<file path="src/rtl/shift_sequencer_pkg.sv">
// Shared definitions for the iterative shift unit:
// op encodings, FSM states and stage count.
package shift_sequencer_pkg;

    localparam int SHIFT_STAGES = 5;

    localparam logic [1:0] SHIFT_SLL = 2'b00;
    localparam logic [1:0] SHIFT_SRL = 2'b01;
    localparam logic [1:0] SHIFT_SRA = 2'b10;

    typedef enum logic [1:0] {
        ST_IDLE  = 2'b00,
        ST_SHIFT = 2'b01,
        ST_DONE  = 2'b10
    } state_t;

endpackage

</file>
<file path="src/rtl/shift_sequencer_if.sv">
// Start/ready handshake and data bus of the shift unit.
// master = issuing control logic, slave = shift unit.
interface shift_sequencer_if;

    logic        ctrl_start;
    logic [1:0]  ctrl_op;
    logic [4:0]  ctrl_shiftamt;
    logic [31:0] data_operandA;
    logic [31:0] data_result;
    logic        data_resultRDY;
    logic        busy;

    modport master (
        output ctrl_start,
        output ctrl_op,
        output ctrl_shiftamt,
        output data_operandA,
        input  data_result,
        input  data_resultRDY,
        input  busy
    );

    modport slave (
        input  ctrl_start,
        input  ctrl_op,
        input  ctrl_shiftamt,
        input  data_operandA,
        output data_result,
        output data_resultRDY,
        output busy
    );

endinterface

</file>
<file path="src/rtl/shift_sequencer_stage_var.sv">
// One selectable power-of-two shift stage (2^k, k = 0..4).
// Reserved op 2'b11 falls through to a left shift.
module shift_stage_var
    import shift_sequencer_pkg::*;
(
    input  logic [31:0] i_data,
    input  logic [2:0]  i_k,
    input  logic        i_en,
    input  logic [1:0]  i_op,
    input  logic        i_sign,
    output logic [31:0] o_data
);

    logic        w_right;
    logic        w_fbit;
    logic [31:0] w_s1;
    logic [31:0] w_s2;
    logic [31:0] w_s4;
    logic [31:0] w_s8;
    logic [31:0] w_s16;
    logic [31:0] w_sh;

    assign w_right = (i_op == SHIFT_SRL) || (i_op == SHIFT_SRA);
    assign w_fbit  = (i_op == SHIFT_SRA) ? i_sign : 1'b0;

    assign w_s1  = w_right ? {{1{w_fbit}},  i_data[31:1]}
                           : {i_data[30:0], 1'b0};
    assign w_s2  = w_right ? {{2{w_fbit}},  i_data[31:2]}
                           : {i_data[29:0], 2'b0};
    assign w_s4  = w_right ? {{4{w_fbit}},  i_data[31:4]}
                           : {i_data[27:0], 4'b0};
    assign w_s8  = w_right ? {{8{w_fbit}},  i_data[31:8]}
                           : {i_data[23:0], 8'b0};
    assign w_s16 = w_right ? {{16{w_fbit}}, i_data[31:16]}
                           : {i_data[15:0], 16'b0};

    always_comb begin
        w_sh = i_data;
        case (i_k)
            3'd0:    w_sh = w_s1;
            3'd1:    w_sh = w_s2;
            3'd2:    w_sh = w_s4;
            3'd3:    w_sh = w_s8;
            3'd4:    w_sh = w_s16;
            default: w_sh = i_data;
        endcase
    end

    assign o_data = i_en ? w_sh : i_data;

endmodule

</file>
<file path="src/rtl/shift_sequencer.sv">
// Iterative 32-bit shifter: one 2^k stage per clock,
// fixed 5-cycle latency, start/ready handshake.
module shift_sequencer
    import shift_sequencer_pkg::*;
(
    input  logic               clock,
    input  logic               reset,
    shift_sequencer_if.slave   bus
);

    state_t      r_state;
    state_t      w_next;
    logic [2:0]  r_k;
    logic [1:0]  r_op;
    logic [4:0]  r_shamt;
    logic        r_sign;
    logic [31:0] r_work;
    logic [31:0] w_stage;
    logic        w_accept;
    logic        w_en;
    logic        w_last;

    assign w_last = (r_k == 3'(SHIFT_STAGES - 1));
    assign w_en   = (r_k < 3'(SHIFT_STAGES)) ? r_shamt[r_k] : 1'b0;

    shift_stage_var u_stage (
        .i_data (r_work),
        .i_k    (r_k),
        .i_en   (w_en),
        .i_op   (r_op),
        .i_sign (r_sign),
        .o_data (w_stage)
    );

    always_ff @(posedge clock or negedge reset) begin
        if (!reset) begin
            r_state <= ST_IDLE;
        end else begin
            r_state <= w_next;
        end
    end

    always_comb begin
        w_next   = r_state;
        w_accept = 1'b0;
        case (r_state)
            ST_IDLE: begin
                if (bus.ctrl_start) begin
                    w_accept = 1'b1;
                    w_next   = ST_SHIFT;
                end
            end
            ST_SHIFT: begin
                if (w_last) begin
                    w_next = ST_DONE;
                end
            end
            ST_DONE: begin
                w_accept = bus.ctrl_start;
                w_next   = bus.ctrl_start ? ST_SHIFT : ST_IDLE;
            end
            default: w_next = ST_IDLE;
        endcase
    end

    // Starts arriving during SHIFT are dropped here by design.
    always_ff @(posedge clock or negedge reset) begin
        if (!reset) begin
            r_k     <= 3'd0;
            r_op    <= SHIFT_SLL;
            r_shamt <= 5'd0;
            r_sign  <= 1'b0;
            r_work  <= 32'h0;
        end else if (w_accept) begin
            r_k     <= 3'd0;
            r_op    <= bus.ctrl_op;
            r_shamt <= bus.ctrl_shiftamt;
            r_sign  <= bus.data_operandA[31];
            r_work  <= bus.data_operandA;
        end else if (r_state == ST_SHIFT) begin
            r_k    <= r_k + 3'd1;
            r_work <= w_stage;
        end
    end

    assign bus.data_result    = r_work;
    assign bus.data_resultRDY = (r_state == ST_DONE);
    assign bus.busy           = (r_state == ST_SHIFT);

endmodule

</file>
<file path="src/flat_wrapper.sv">
// flat-port wrapper written by rule: the top's interface ports become plain ports
module shift_sequencer_flat import shift_sequencer_pkg::*;
  (clock, reset, bus_ctrl_start, bus_ctrl_op, bus_ctrl_shiftamt, bus_data_operandA, bus_data_result, bus_data_resultRDY, bus_busy);
  shift_sequencer_if bus_i ();
  input  logic clock;
  input  logic reset;
  input wire logic [$bits(bus_i.ctrl_start)-1:0] bus_ctrl_start;
  input wire logic [$bits(bus_i.ctrl_op)-1:0] bus_ctrl_op;
  input wire logic [$bits(bus_i.ctrl_shiftamt)-1:0] bus_ctrl_shiftamt;
  input wire logic [$bits(bus_i.data_operandA)-1:0] bus_data_operandA;
  output wire logic [$bits(bus_i.data_result)-1:0] bus_data_result;
  output wire logic [$bits(bus_i.data_resultRDY)-1:0] bus_data_resultRDY;
  output wire logic [$bits(bus_i.busy)-1:0] bus_busy;
  assign bus_i.ctrl_start = bus_ctrl_start;
  assign bus_i.ctrl_op = bus_ctrl_op;
  assign bus_i.ctrl_shiftamt = bus_ctrl_shiftamt;
  assign bus_i.data_operandA = bus_data_operandA;
  assign bus_data_result = bus_i.data_result;
  assign bus_data_resultRDY = bus_i.data_resultRDY;
  assign bus_busy = bus_i.busy;
  shift_sequencer u_core (.clock(clock), .reset(reset), .bus(bus_i));
endmodule
</file>
<file path="config.mk">
export PLATFORM = sky130hd
export DESIGN_NAME = shift_sequencer_flat
export DESIGN_NICKNAME = d
export VERILOG_FILES = /design/src/rtl/shift_sequencer_pkg.sv /design/src/rtl/shift_sequencer_if.sv /design/src/rtl/shift_sequencer_stage_var.sv /design/src/rtl/shift_sequencer.sv /design/src/flat_wrapper.sv
export SDC_FILE = /design/constraint.sdc
export NUM_CORES = 1
export LEC_CHECK = 0
export CAP_MARGIN = 20
export CORE_ASPECT_RATIO = 0.75
export CORE_MARGIN = 5
export CORE_UTILIZATION = 35
export CTS_CLUSTER_SIZE = 30
export DETAILED_ROUTE_END_ITERATION = 10
export PLACE_DENSITY = 0.67
export SLEW_MARGIN = 30
export SYNTH_ARGS = -nofsm -noshare
export SYNTH_HDL_FRONTEND = slang
export SYNTH_SLANG_ARGS = --single-unit
</file>
<file path="constraint.sdc">
create_clock -name clock -period 2.91 [get_ports clock]
set_input_delay 0.582 -clock clock [delete_from_list [all_inputs] [get_ports clock]]
set_output_delay 0.582 -clock clock [all_outputs]
set_load 0.005 [all_outputs]
</file>
* Word level (Yosys, flattened, before mapping) *
Index checks and enable logic that the tools add are counted.

word-level totals
  bits in registers = 45
  latch bits = 0
  memory bits (writable) = 0
  memory bits (read-only) = 0
  bits of input ports = 42
  output and inout bits = 34
  word-level logic and storage cells = 48
  memories = 0

operators by class
  add/subtract/negate cells = 1
  $mul = 0
  divide/modulo/power cells = 0
  magnitude comparators = 2
  equality and inequality tests = 10
  shifts and indexed selects = 0
  muxes and demuxes = 21
  bitwise operators = 0
  reduce and logical (&&, ||, !) cells = 8

operators by type and width
  operator               count
  $mux W32               8
  $pmux W32 S5           1
  $eq A3 B2 Y1 const B   2
  $mux W3                2
  $pmux W2 S3            1
  $reduce_bool A6 Y1     1
  $mux W1                5
  $eq A2 B1 Y1 const B   2
  $eq A2 B2 Y1 const B   2
  $lt A3 B4 Y1 const B   1
  $mux W2                2
  $reduce_bool A2 Y1     2
  $add A3 B1 Y3 const B  1
  $bmux W1 S3            1
  $eq A3 B1 Y1 const B   1
  $eq A3 B3 Y1 const B   1
  $logic_not A3 Y1       1
  $lt A3 B3 Y1 const B   1
  $reduce_and A3 Y1      1
  $logic_not A2 Y1       1
  $ne A2 B1 Y1 const B   1
  $ne A2 B2 Y1 const B   1
  $pmux W1 S2            1
  $reduce_and A2 Y1      1
  $logic_or A1 B1 Y1     1

* Longest topological paths before layout *
Gate-level depths: netlist of run 1.

  depth in word-level cells = 7
  gate-level depth with buffers = 11
  gate-level depth less buffers = 7

* By module *
Synthesis of run 1 repeated with hierarchy kept, for this count alone.

second synthesis, totals
  cell total of the unflattened synthesis = 617
  area, all modules = 4,384.2 sq um

modules (own cells, without submodules)
  module           instances  cells each  area each (sq um)  seq. area each (sq um)
  shift_stage_var  1          380         2,353.5            0.0
  shift_sequencer  1          237         2,030.7            1,126.1

* Worst setup path before layout of run 1 *
No wires, ideal clock.

  path kind = register to register
  from = register u_core.r_k[0]
  to = register u_core.r_work[6] (netlist: u_core.bus.data_result[6])
  setup time = 0.123 ns
  data arrival time = 1.905 ns
  data required time = 2.787 ns
  path slack = 0.882 ns
  stages on the path, launching flop included = 9
  buffers on the path = 1
  clock period less this slack = 2.028 ns
  cell sequence = dfrtp_1 inv_1 ha_1 nor2b_1 or2_1 buf_2 or4_1 a22oi_1 o21ai_1

between the ends
  longest elaborated chain between the ends = 5
  elaborated cells on any way between the ends = 16
  those cells by class = order compare: 1; eq/ne: 4; mux: 7; reduce/logical: 4

ends and longest elaborated chain
  item                                                                    line                                                    RTL
  from (decl)                                                             shift_sequencer.sv:13                                   logic [2:0] r_k;
  from (signal assigned)                                                  shift_sequencer.sv:81                                   r_k <= r_k + 3'd1;
  $bmux W1 S3, or another cell as far along                               shift_sequencer.sv:24                                   assign w_en = (r_k < 3'(SHIFT_STAGES)) ? r_shamt[r_k] : 1'b0;
  $mux W1 (implied by the code) / $pmux W32 S5 (equally long branches)    shift_sequencer.sv:24, shift_sequencer_stage_var.sv:39
  $mux W1 / $mux W32 (equally long branches)                              shift_sequencer.sv:24, shift_sequencer_stage_var.sv:49
  $reduce_bool A2 Y1 (no source line) / $mux W32 (equally long branches)  --
  $reduce_and A3 Y1 (no source line) / $mux W32 (equally long branches)   --
  to (signal assigned)                                                    shift_sequencer.sv:79                                   r_work <= bus.data_operandA;
  to (signal assigned)                                                    shift_sequencer.sv:82                                   r_work <= w_stage;
  to (decl)                                                               shift_sequencer.sv:17                                   logic [31:0] r_work;

Parallel ways exist; a longest one is shown, timed or not. The select of a mux whose other input is x is not followed.
A chain may end at the register's enable or synchronous reset.

* Final worst setup path of run 1 *
  from = register u_core.r_k[0]
  to = register u_core.r_work[20] (netlist: u_core.bus.data_result[20])

Same word-level chain as after synthesis.

==> results.cfg, run 1 <==
[outcome]
status = completed

[synthesis]
synth_area_mm2 = 0.003929
synth_edf_count = 0
yosysSeqAreaShare_pct = 28.66
async_reset_ff_share_pct = 100.0
synth_commonest_cells = nand2_1 (93), a21oi_1 (67), dfrtp_1 (45), o21ai_0 (41), nand2b_1 (28)
avgSynthCellArea_um2 = 7.570
syn_inst = 519
syn-num-nets = 567
yosys.area.top_type = dfrtp_1
netlist.area_leader.share_pct = 28.66
netlist_top_cells_area = dfrtp_1 (29%), nand2_1 (8.9%), a21oi_1 (8.5%)
ys_warn_count = 0
synth.most_common_cell = nand2_1
yosysUniqueCellTypes = 55
synth-main-ff-cell = dfrtp_1
synth_seq_cells = 45

[critical_path]
r2r-start = u_core.r_k[0]$_DFFE_PN0P_
worstSetupPathType = flip-flop to flip-flop
cp.arrival_ns = 2.68
regToRegSetupSlack_ns = 0.38
setup.worst_path.end_class = flip-flop
required_ns = 3.06
path_max_fanout = 16
reg2reg_depth = 8
rr_endpoint = u_core.bus.data_result[20]$_DFFE_PN0P_
start_kind = flip-flop

[sta]
finalSetupViolCount = 0
finalCritPeriodShare_pct = 86.95
worst_pin_slew_ns = 0.6827
drv_slew = 0
period_minus_slack_ns = 2.530
relSlewSlack_pct = 54.49
rsz0062_at_grt = no
finClkSkew_ns = 0.004401
hold_violations = 0
fmax_mhz = 395.2
setup_tns_ns = 0

[drt]
via_per_inst = 6.248
wl_per_cell_um = 22.29
drt_iter0_markers = 547
ant_nets = 0
wl_um = 16270
post-route-drc-count = 0
vias = 4561
dr.pass1.iters = 5

[clock_tree]
worstSkewPairLatency_ns = 0.29
cts_sinks = 45
cts_resized = 0
cts_setup_buffers = 0
htreeDepth = 2
cts_tree = done
root_buffer = clkbuf_16
cts.reportedPaths.clkPinSlew_ns = 0.07
clockBufferDepth = 2
cts_buffers = 5
hold_buffers = 0

[run]
max-cap-violations = 0

[power]
total_power_mw = 7.497
pwr-share-comb_pct = 71.5
pwr-share-clk_pct = 8.7
power.leakage_nw = 2.035
powerDensity_mw_per_mm2 = 1481
sw_frac_of_total_pct = 52.24
p_switching_mw = 3.916
p_seq_share_pct = 19.8
ir_drop_mv = 0.5183
p_int_mw = 3.580

[floorplan]
coreArea_mm2 = 0.01094
die_w_um = 132.3
die_h_um = 101.8
start_util_pct = 35.91
ios = 76
die-area_mm2 = 0.01347
rows = 33

[global_routing]
grt_max_degree = 46
grt_pass1_wl_um = 25510
grt_overflow = 0
grt_usage_pct = 23.92
grt_antenna_before_repair = 0
first_global_vias = 4263

[placement]
hpwl_um = 12170
gp_congestion = 1.002
portBuffers = 75

[final_layout]
area_growth_pct = 28.82
fillCellCount = 1082
antenna_cells = 0
drive_gt1_share_pct = 11.02
final-seq-area_mm2 = 0.001126
multi_input_area_mm2 = 0.002549
nets = 638

[worst_hold_path]
min_path_type = input port to async pin
-- kinds of logic after synthesis --
family                   count (synthesis)  share of synthesized area, %
AND/OR/NAND/NOR                        185                         22.61
multiplexers                             4                         1.433
flip-flops                              45                         28.66
adder cells (fa/ha/maj)                  6                         1.911
buffers and inverters                   51                         6.656
AO/OA/AOI/OAI                          228                         38.73
-- flip-flops by register name (all words and copies together) (netlist names) --
register / flops
u_core.bus.data_result: 32
u_core.r_k: 3
u_core.r_op: 2
u_core.r_shamt: 5
u_core.r_sign: 1
u_core.r_state: 2
-- how the worst max path moves through the flow --
stage | cells past startpoint | to | from
5_1_grt | 8 | u_core.bus.data_result[6]$_DFFE_PN0P_ | u_core.r_op[1]$_DFFE_PN0P_
4_1_cts | 8 | u_core.bus.data_result[6]$_DFFE_PN0P_ | u_core.r_op[1]$_DFFE_PN0P_
3_5_place_dp | 8 | u_core.bus.data_result[6]$_DFFE_PN0P_ | u_core.r_op[1]$_DFFE_PN0P_
6_report | 8 | u_core.bus.data_result[20]$_DFFE_PN0P_ | u_core.r_k[0]$_DFFE_PN0P_
2_1_floorplan | 8 | u_core.bus.data_result[6]$_DFFE_PN0P_ | u_core.r_k[0]$_DFFE_PN0P_
3_3_place_gp | 8 | u_core.bus.data_result[6]$_DFFE_PN0P_ | u_core.r_op[1]$_DFFE_PN0P_
-- metrics by stage --
stage,hold slack [ns],setup WS (ns),cell area (um^2),std cells,util [%]
after floorplan,0.2864,0.8825,3929,519,-
after global placement,0.4620,0.4918,4898,723,44.77
after detailed placement,0.4643,0.4354,4901,723,44.79
after CTS,0.3321,0.4121,5061,730,46.26
after global routing,0.3635,0.1966,5061,730,46.26
final,0.3062,0.3797,5061,730,46.26
-- layer usage --
layer  vias up  wire length [um]  GRT usage, %
met4         0               292         5.399
met5         -                 0             0
li1       2065                 -             -
met1      2165              7309         35.14
met3        29              2028         7.696
met2       302              6642         34.13
-- cells in the final DEF (no fill, tap or decap), drive strengths merged, types with 2 or more instances in the layout --
cell type      Yosys  final
nor2              22     22
a21o               9      9
nand2b            28     28
o211ai             2      2
and3b              2      2
nand3             11     11
ha                 6      6
a2111o             5      5
a21oi             67     67
a311oi            10     10
a22oi             16     16
clkdlybuf4s50      0     74
clkbuf            16      5
nor3               2      2
and3               4      4
a21boi             9      9
o22ai             12     12
o31ai             15     15
o21ai             43     43
nand2             93     93
nor2b              9      9
mux2               3      3
and2               6      6
a31oi              9      9
a211oi            14     14
o2111ai            5      5
buf               29     35
or4                3      3
inv                5      5
dfrtp             45     45
a2bb2oi            2      2
a41oi              2      2
nor4               3      3
clkinv             1      2
-- area by class of cell --
type	instances	share of cell area (%)
clock buffer	5	2.472
inverter	6	0.4450
clock inverter	2	0.6922
timing repair buffer	109	20.32
sequential	45	22.25
multi-input combinational	423	50.36
tap	140	3.461
-- critical path, stage by stage, from the launching register on --
cell     delay [ns]
dfrtp_1        0.45
inv_1          0.14
ha_1           0.27
nor4_2         0.37
or2_1          0.60
a41oi_1        0.21
o21ai_0        0.13
buf_4          0.13
o21ai_0        0.08
-- power groups by stage --
| stage | Sequential [mW] | Clock [mW] | Combinational, mW |
|---|---|---|---|
| floorplan | 1.25 | 0 | 3.47 |
| global placement | 1.46 | 0 | 5.18 |
| detailed placement | 1.46 | 0 | 5.22 |
| CTS | 1.45 | 0.662 | 5.25 |
| global route | 1.51 | 0.684 | 5.79 |
| finish | 1.48 | 0.653 | 5.36 |
Power figures use the tool's default switching activity.
==> inputs of run 2 (changes only) <==
--- a/config.mk
+++ b/config.mk
@@ -11,8 +11,9 @@
 export CORE_UTILIZATION = 35
 export CTS_CLUSTER_SIZE = 30
 export DETAILED_ROUTE_END_ITERATION = 10
+export HOLD_SLACK_MARGIN = 0.05
 export PLACE_DENSITY = 0.67
-export SLEW_MARGIN = 30
+export SLEW_MARGIN = 20
 export SYNTH_ARGS = -nofsm -noshare
 export SYNTH_HDL_FRONTEND = slang
 export SYNTH_SLANG_ARGS = --single-unit
==> run 2 against run 1 <==
Global-route usage about the same; count of clock-buffer cells in the layout unchanged; critical path depth unchanged; worst setup slack worse by 0.027 ns; wire length down 0.12%; fmax down 1.1%; core utilization unchanged; die area unchanged; cell count unchanged; largest cell class unchanged.
==> results.cfg, run 2 (synthesized netlist as in run 1, its figures left out) <==
[placement]
hpwl_um = 12170
gp_congestion = 1.002
portBuffers = 75
pre_cts_ws_ns = 0.4354
placed_area_mm2 = 0.004898

[critical_path]
start_kind = flip-flop
path_max_fanout = 16
setup.worst_path.end_class = flip-flop
cp.arrival_ns = 2.71
regToRegSetupSlack_ns = 0.35
rr_endpoint = u_core.bus.data_result[20]$_DFFE_PN0P_
r2r-start = u_core.r_k[0]$_DFFE_PN0P_
worstSetupPathType = flip-flop to flip-flop
required_ns = 3.06
reg2reg_depth = 8

[floorplan]
ios = 76
start_util_pct = 35.91
die_h_um = 101.8
die_w_um = 132.3
coreArea_mm2 = 0.01094
die-area_mm2 = 0.01347
rows = 33

[drt]
vias = 4570
wl_um = 16250
ant_nets = 0
via_per_inst = 6.260
post-route-drc-count = 0
dr.pass1.iters = 6
wl_per_cell_um = 22.26
drt_iter0_markers = 547

[worst_hold_path]
min_path_type = input port to async pin

[final_layout]
multi_input_area_mm2 = 0.002549
layout_common_cells = nand2_1 (93), clkdlybuf4s50_1 (74), a21oi_1 (67)
final_common_cell = nand2_1
largest_register_ffs = 32
drive_gt1_share_pct = 11.02
area_growth_pct = 28.82
antenna_cells = 0
fillCellCount = 1083
final-seq-area_mm2 = 0.001126
nets = 638
design_area_mm2 = 0.005061

[clock_tree]
hold_buffers = 0
clockBufferDepth = 2
cts.reportedPaths.clkPinSlew_ns = 0.07
htreeDepth = 2
cts_tree = done
cts_setup_buffers = 0
cts_sinks = 45
root_buffer = clkbuf_16
worstSkewPairLatency_ns = 0.29
cts_resized = 0
cts_buffers = 5

[power]
ir_drop_mv = 0.5210
powerDensity_mw_per_mm2 = 1481
sw_frac_of_total_pct = 52.22
pwr-share-clk_pct = 8.7
pwr-share-comb_pct = 71.5
p_seq_share_pct = 19.8
power.leakage_nw = 2.035
p_int_mw = 3.580
p_switching_mw = 3.913

[sta]
finalCritPeriodShare_pct = 87.88
relSlewSlack_pct = 52.26
hold_violations = 0
worst_slack_ns = 0.3527
fmax_mhz = 391.0
period_minus_slack_ns = 2.557
drv_slew = 0
setup_tns_ns = 0
finalSetupViolCount = 0
rsz0062_at_grt = no
finClkSkew_ns = 0.003781
worst_pin_slew_ns = 0.7161

[global_routing]
grt_usage_pct = 23.91
grt_antenna_before_repair = 0
grt_max_degree = 46
grt_overflow = 0
grt_pass1_wl_um = 25500
first_global_vias = 4261

[outcome]
status = completed

[run]
max-cap-violations = 0
==> run 2: cell counts in the layout (fill, tap and decap cells not counted) <==
Identical to the previous run, type by type.
==> run 2: layout make-up <==
| cell class | instances | area share (%) |
|---|---|---|
| inverters | 6 | 0.4450 |
| well taps | 140 | 3.461 |
| multi-input cells | 423 | 50.36 |
| repair buffers | 109 | 20.32 |
| flip-flops and latches | 45 | 22.25 |
| clock inverters | 2 | 0.6922 |
| clock buffers | 5 | 2.472 |
==> run 2: critical path, cell delays in order (launching register included) <==
cell and delay [ns]:
dfrtp_1 0.45, inv_1 0.14, ha_1 0.27, nor4_2 0.37, or2_1 0.63, a41oi_1 0.21, o21ai_0 0.13, buf_4 0.13
o21ai_0 0.08
==> run 2: layer usage <==
metal | part of all wire [%] | up-vias | GRT usage [%]
met5 | 0 | - | 0
met4 | 2.0 | 0 | 5.399
met3 | 12 | 31 | 7.696
met2 | 41 | 294 | 34.13
met1 | 45 | 2180 | 35.11
li1 | - | 2065 | -
==> run 2: per-stage QoR <==
stage	hold WS, ns	instances	power [mW]	util (%)
after floorplan	0.2864	519	4.715	-
after global placement	0.4620	723	6.641	44.77
after detailed placement	0.4643	723	6.680	44.77
after CTS	0.4786	730	7.363	46.23
after global routing	0.3633	730	7.986	46.26
final	0.3019	730	7.493	46.26
==> run 2: power by group through the flow <==
stage | clock, mW | combinational [mW] | sequential [mW]
after floorplan | 0 | 3.47 | 1.25
after global placement | 0 | 5.18 | 1.46
after detailed placement | 0 | 5.22 | 1.46
after CTS | 0.662 | 5.25 | 1.45
after global routing | 0.684 | 5.79 | 1.51
final | 0.651 | 5.36 | 1.48
==> run 2: how the worst max path moves through the flow <==
stage                               start  slack (ns)  depth (start not counted)                                endpoint
6_report        u_core.r_k[0]$_DFFE_PN0P_        0.35                          8  u_core.bus.data_result[20]$_DFFE_PN0P_
5_1_grt        u_core.r_op[1]$_DFFE_PN0P_        0.20                          8   u_core.bus.data_result[6]$_DFFE_PN0P_
4_1_cts        u_core.r_op[1]$_DFFE_PN0P_        0.41                          8   u_core.bus.data_result[6]$_DFFE_PN0P_
3_5_place_dp   u_core.r_op[1]$_DFFE_PN0P_        0.44                          8   u_core.bus.data_result[6]$_DFFE_PN0P_
3_3_place_gp   u_core.r_op[1]$_DFFE_PN0P_        0.49                          8   u_core.bus.data_result[6]$_DFFE_PN0P_
2_1_floorplan   u_core.r_k[0]$_DFFE_PN0P_        0.88                          8   u_core.bus.data_result[6]$_DFFE_PN0P_
